<file path="config.mk">
export PLATFORM = sky130hd
export DESIGN_NAME = fft_peak_detector
export DESIGN_NICKNAME = d
export VERILOG_FILES = /design/src/rtl/fft_peak_detector.sv
export SDC_FILE = /design/constraint.sdc
export NUM_CORES = 1
export LEC_CHECK = 0
export ABC_CLOCK_PERIOD_IN_PS = 4850
export BUFFER_PORTS_ARGS = -buffer_cell sky130_fd_sc_hd__buf_2
export CAP_MARGIN = 30
export CORE_MARGIN = 2
export CORE_UTILIZATION = 25
export DETAILED_ROUTE_END_ITERATION = 8
export GPL_TIMING_DRIVEN = 0
export PLACE_DENSITY = 0.39
export SYNTH_ARGS = -nofsm -noshare
export SYNTH_HDL_FRONTEND = slang
export SYNTH_SLANG_ARGS = --single-unit
</file>
<file path="constraint.sdc">
create_clock -name clk -period 4.85 [get_ports clk]
set_input_delay 0.97 -clock clk [delete_from_list [all_inputs] [get_ports clk]]
set_output_delay 0.97 -clock clk [all_outputs]
set_load 0.05 [all_outputs]
</file>
<file path="src/rtl/fft_peak_detector.sv">
// rtl/fft_peak_detector.sv - L1-magnitude peak and threshold search over one FFT output frame
// Two-stage pipeline: stage 1 registers bin/mag/last, stage 2 updates the running search.
module fft_peak_detector #(
   parameter int N           = 32,
   parameter int DW          = 32,
   parameter int SCALE_SHIFT = 10,
   parameter int THRESH      = 20
) (
   input  logic                 clk,
   input  logic                 reset,
   input  logic                 in_valid,
   input  logic                 in_first,
   input  logic [DW-1:0]        in_real,
   input  logic [DW-1:0]        in_imag,
   output logic                 busy,
   output logic                 peak_valid,
   output logic [$clog2(N)-1:0] peak_bin,
   output logic [DW:0]          peak_mag,
   output logic                 peak_found,
   output logic [$clog2(N)-1:0] first_bin,
   output logic                 frame_err
);

   localparam int BW = $clog2(N);
   localparam int MW = DW + 1;
   localparam logic [BW-1:0] LAST_BIN = BW'(N - 1);
   localparam logic [BW-1:0] BIN_ONE  = BW'(1);
   localparam logic [DW-1:0] DW_ONE   = DW'(1);
   localparam logic [MW-1:0] THRESH_V = MW'(THRESH);

   typedef enum logic {IDLE, ACCUM} state_t;

   state_t        state, state_nxt;
   logic [BW-1:0] cnt, cnt_nxt;
   logic          accept, abort_now, last_now;
   logic [BW-1:0] bin_now;

   logic [DW-1:0] abs_re, abs_im;
   logic [MW-1:0] mag_now;

   logic          s1_valid, s1_first, s1_last, s1_abort;
   logic [BW-1:0] s1_bin;
   logic [MW-1:0] s1_mag;
   logic          s1_in_win, s1_over;

   logic          s2_last;
   logic [MW-1:0] run_max;
   logic [BW-1:0] run_bin;
   logic          run_found;
   logic [BW-1:0] run_first;

   always_ff @(posedge clk or negedge reset) begin
      if (!reset) begin
         state <= IDLE;
         cnt   <= '0;
      end else begin
         state <= state_nxt;
         cnt   <= cnt_nxt;
      end
   end

   always_comb begin
      state_nxt = state;
      cnt_nxt   = cnt;
      accept    = 1'b0;
      abort_now = 1'b0;
      last_now  = 1'b0;
      bin_now   = cnt;
      case (state)
         IDLE: begin
            if (in_valid && in_first) begin
               accept    = 1'b1;
               bin_now   = '0;
               cnt_nxt   = BIN_ONE;
               state_nxt = ACCUM;
            end
         end
         ACCUM: begin
            if (in_valid) begin
               accept = 1'b1;
               if (in_first) begin
                  // restart: the sample becomes bin 0 of a fresh frame
                  abort_now = 1'b1;
                  bin_now   = '0;
                  cnt_nxt   = BIN_ONE;
               end else if (cnt == LAST_BIN) begin
                  last_now  = 1'b1;
                  cnt_nxt   = '0;
                  state_nxt = IDLE;
               end else begin
                  cnt_nxt = cnt + BIN_ONE;
               end
            end
         end
         default: state_nxt = IDLE;
      endcase
   end

   assign busy = (state == ACCUM);

   // negating the most negative value wraps to 2^(DW-1), which is correct unsigned
   assign abs_re  = in_real[DW-1] ? (~in_real) + DW_ONE : in_real;
   assign abs_im  = in_imag[DW-1] ? (~in_imag) + DW_ONE : in_imag;
   assign mag_now = {1'b0, abs_re} + {1'b0, abs_im};

   always_ff @(posedge clk or negedge reset) begin
      if (!reset) begin
         s1_valid <= 1'b0;
         s1_abort <= 1'b0;
         s1_first <= 1'b0;
         s1_last  <= 1'b0;
         s1_bin   <= '0;
         s1_mag   <= '0;
      end else begin
         s1_valid <= accept;
         s1_abort <= abort_now;
         if (accept) begin
            s1_first <= (bin_now == '0);
            s1_last  <= last_now;
            s1_bin   <= bin_now;
            s1_mag   <= mag_now;
         end
      end
   end

   assign s1_in_win = (s1_bin != '0) && !s1_bin[BW-1];
   assign s1_over   = (s1_mag >> SCALE_SHIFT) > THRESH_V;

   always_ff @(posedge clk or negedge reset) begin
      if (!reset) begin
         s2_last   <= 1'b0;
         run_max   <= '0;
         run_bin   <= '0;
         run_found <= 1'b0;
         run_first <= '0;
      end else begin
         s2_last <= s1_valid && s1_last;
         if (s1_valid) begin
            if (s1_first) begin
               run_max   <= '0;
               run_bin   <= BIN_ONE;
               run_found <= 1'b0;
               run_first <= '0;
            end else if (s1_in_win) begin
               // strict compare keeps the lowest bin on ties
               if (s1_mag > run_max) begin
                  run_max <= s1_mag;
                  run_bin <= s1_bin;
               end
               if (!run_found && s1_over) begin
                  run_found <= 1'b1;
                  run_first <= s1_bin;
               end
            end
         end
      end
   end

   always_ff @(posedge clk or negedge reset) begin
      if (!reset) begin
         peak_valid <= 1'b0;
         frame_err  <= 1'b0;
         peak_bin   <= '0;
         peak_mag   <= '0;
         peak_found <= 1'b0;
         first_bin  <= '0;
      end else begin
         peak_valid <= s2_last;
         frame_err  <= s1_abort;
         if (s2_last) begin
            peak_bin   <= run_bin;
            peak_mag   <= run_max;
            peak_found <= run_found;
            first_bin  <= run_first;
         end
      end
   end

endmodule

</file>
==> results.yml <==
layout:
  synthToLayoutAreaGrowth_pct: 20.45
  final_cell_area_mm2: 0.01066
  fin_util: 0.3069
  layout.nets: 1185
  drive_gt1_frac: 0.2066
  fin_cells: 1515
  antennaDiodeCount: 0
die:
  core_area_mm2: 0.03471
  initial_core_util: 0.2548
  ios: 115
  die_h_um: 192.1
  die_x_um: 192.1
  rows: 68
  die-area_mm2: 0.03690
grt:
  met1_usage: 0.2018
  grt_pass1_vias: 7161
  antenna_found_initial: 0
  grt_max_degree: 86
  grt_use_met3: 0.02028
  grtUsageTotal: 0.1396
  met2_usage: 0.2156
  grt-busiest-layer: "met2"
  grt_overflow: 0
  grt_pass1_wl_mm: 39.84
clock_tree:
  cts_max_path_buffers: 2
  h-tree-depth: 4
  path_clk_slew_ps: 60
  clk_latency_ps: 430
  cts_root_buf: "clkbuf_16"
  post_cts_buffers: 0
  clock_sinks: 139
  numCtsBuffers: 17
  cts_tree: "yes"
logic_synthesis:
  synth_top_area_cell: "dfrtp_1"
  synth.most_common_cell: "dfrtp_1"
  synth_common_cells: "dfrtp_1 (139), nand2_1 (93), o21ai_0 (82)"
  synth.distinct_cells: 64
  yosysSeqAreaShare: 0.3932
  ys_ff_latch: 139
  yosysWarningCount: 0
  synth_edf_count: 0
  avgSynthCellArea_um2: 9.689
  synth_top_area_share: 0.3932
  syn-num-nets: 1051
  synthTopCellsByArea: "dfrtp_1 (39%), ha_1 (9.8%), xnor2_1 (7.1%), mux2_2 (5.6%), o21ai_0 (4.6%)"
  ys.flop_type: "dfrtp_1"
  synth_cells: 913
  syn_area_mm2: 0.008846
  synthArstFlopShare: 1.000
drt:
  drtIter0Drc: 300
  wl_mm: 24.88
  first_pass_iters: 6
  routedWlPerCell_um: 16.42
  ant_nets: 0
  num_vias: 7101
  route.detailed.drc: 0
  detail_route.vias_per_cell: 4.687
place:
  post-dp-hpwl_mm: 19.75
  place.gp.congestion: 0.8139
  port_buffers: 114
  postPlaceCellArea_mm2: 0.01002
  dp_cells: 1483
  pre_cts_ws_ps: -487.1
setup_path:
  reg2reg_slack_ps: 1320
  startpoint: "in_imag[3]"
  cp-start-kind: "input port"
  crit_slowest_cell: "or4_4"
  rr_startpoint: "run_max[32]"
  rr_endpoint: "run_max[18]"
  crit_chain: "buf_2, or3_4, or4_4, nor2_4, nand3_2, or4_4, nand2_1, xnor2_1, ha_2, a21oi_1, o21a_1, nand2_1, o31a_1, a41o_1, a21oi_2, mux2i_1, o311ai_0"
  cpPeakStageDelay_ps: 550
  crit_type: "input port to register"
  crit_end: "s1_mag[30]"
  endpoint_kind: "register"
  reg2reg_depth: 10
  cp_max_fo: 7
  cp.arrival_ps: 4880
  cp.required_ps: 5130
run_status:
  status: "finished clean"
sta:
  period_share: 0.9469
  worst_slew_pin_slew_ps: 1021
  finClkSkew_ps: 13.53
  clock.fmax_ghz: 0.2177
  finalSetupViolCount: 0
  relSlewSlack: 0.3139
  final_max_slew_viol_count: 0
  setup_tns_ps: 0
  min_period_ps: 4593
  rsz0062_at_grt: "false"
  hold_violations: 0
  fin_ws_ps: 257.5
  hold_ws_ps: 347.4
flow_run:
  cap_violations: 0
power_and_ir_drop:
  p_per_area_mw_per_mm2: 400.7
  power_mw: 4.270
  ir_drop_v: 0.0002562
  p_leak_nw: 4.787
hold_path:
  hold_class: "register to register"
-- registers in the layout (all words and copies together) (netlist names), 5 cells and up --
| name | cells |
|---|---|
| s1_bin | 5 |
| run_bin | 5 |
| peak_bin | 5 |
| peak_mag | 33 |
| run_first | 5 |
| run_max | 33 |
| s1_mag | 33 |
| first_bin | 5 |
| cnt | 5 |
-- per-layer routing --
layer | vias up | routed length (um)
met1 | 3318 | 12990
li1 | 3634 | -
met4 | 0 | 285
met5 | - | 0
met3 | 22 | 737
met2 | 127 | 10860
-- where the power goes --
part	switching (mW)	total, mW	internal (mW)
sequential	0.215	1.56	1.35
combinational	0.824	1.43	0.602
clock	0.540	1.28	0.744
-- critical path: cells and delay by family --
family                     cells  cell delay (ps)
and+or+nand+nor                7             1870
AOI/OAI and AO/OA              6             1240
adders and majority gates      1              350
muxes                          1              190
xor gates and xnor gates       1              140
buffers and inverters          1              120
-- logic make-up after synthesis --
logic type               Yosys count  synth area share
AND/OR/NAND/NOR                  221            0.1280
XOR/XNOR                          87           0.08614
AO/OA/AOI/OAI                    268            0.2000
flip-flops                       139            0.3932
adder cells (fa/ha/maj)           70           0.09986
multiplexers                      45           0.05714
buffers and inverters             83           0.03564
-- worst min path at each step --
stage,from,endpoint,slack [ps],cells past startpoint
finish,s1_abort,frame_err,350,0
detailed placement,s1_abort,frame_err,340,0
global placement,s1_abort,frame_err,330,0
global route,s1_abort,frame_err,350,0
floorplan,s1_abort,frame_err,330,0
CTS,s1_abort,frame_err,350,0
-- layout by cell type (no fill, tap or decap), types with 8 or more instances in the layout --
master     count
a22o_1        33
clkbuf_1      25
nor3_1        10
a21o_1        20
nand2_1       93
a21oi_1       47
o41ai_1        9
ha_1          67
dfrtp_1      139
mux2_2        44
o21ai_0       81
clkbuf_16     17
nor2_1        22
o31ai_1       17
xor2_1        15
o22ai_1        8
inv_1         54
xnor2_1       72
nand4_1       13
nor4_1        11
buf_2        113
or4_1          8
a32oi_1       13
nand3_1        9
-- timing repair --
action	in CTS	in global routing
cloned	0	0
hold buffers	0	0
resized for setup	1	11
endpoints found under the setup margin	1	4
pin swaps	0	1
-- area by class of cell --
type / instances / area [um2]
plain buffers: 29 / 112.6
clock buffers: 19 / 452.9
clock inverters: 13 / 131.4
fillers: 3687 / 24060
inverters: 54 / 202.7
multi-input cells: 691 / 5104
flip-flops and latches: 139 / 3478
well taps: 455 / 569.3
repair buffers: 115 / 604.3
No activity file was read; power rests on OpenSTA's default activity.
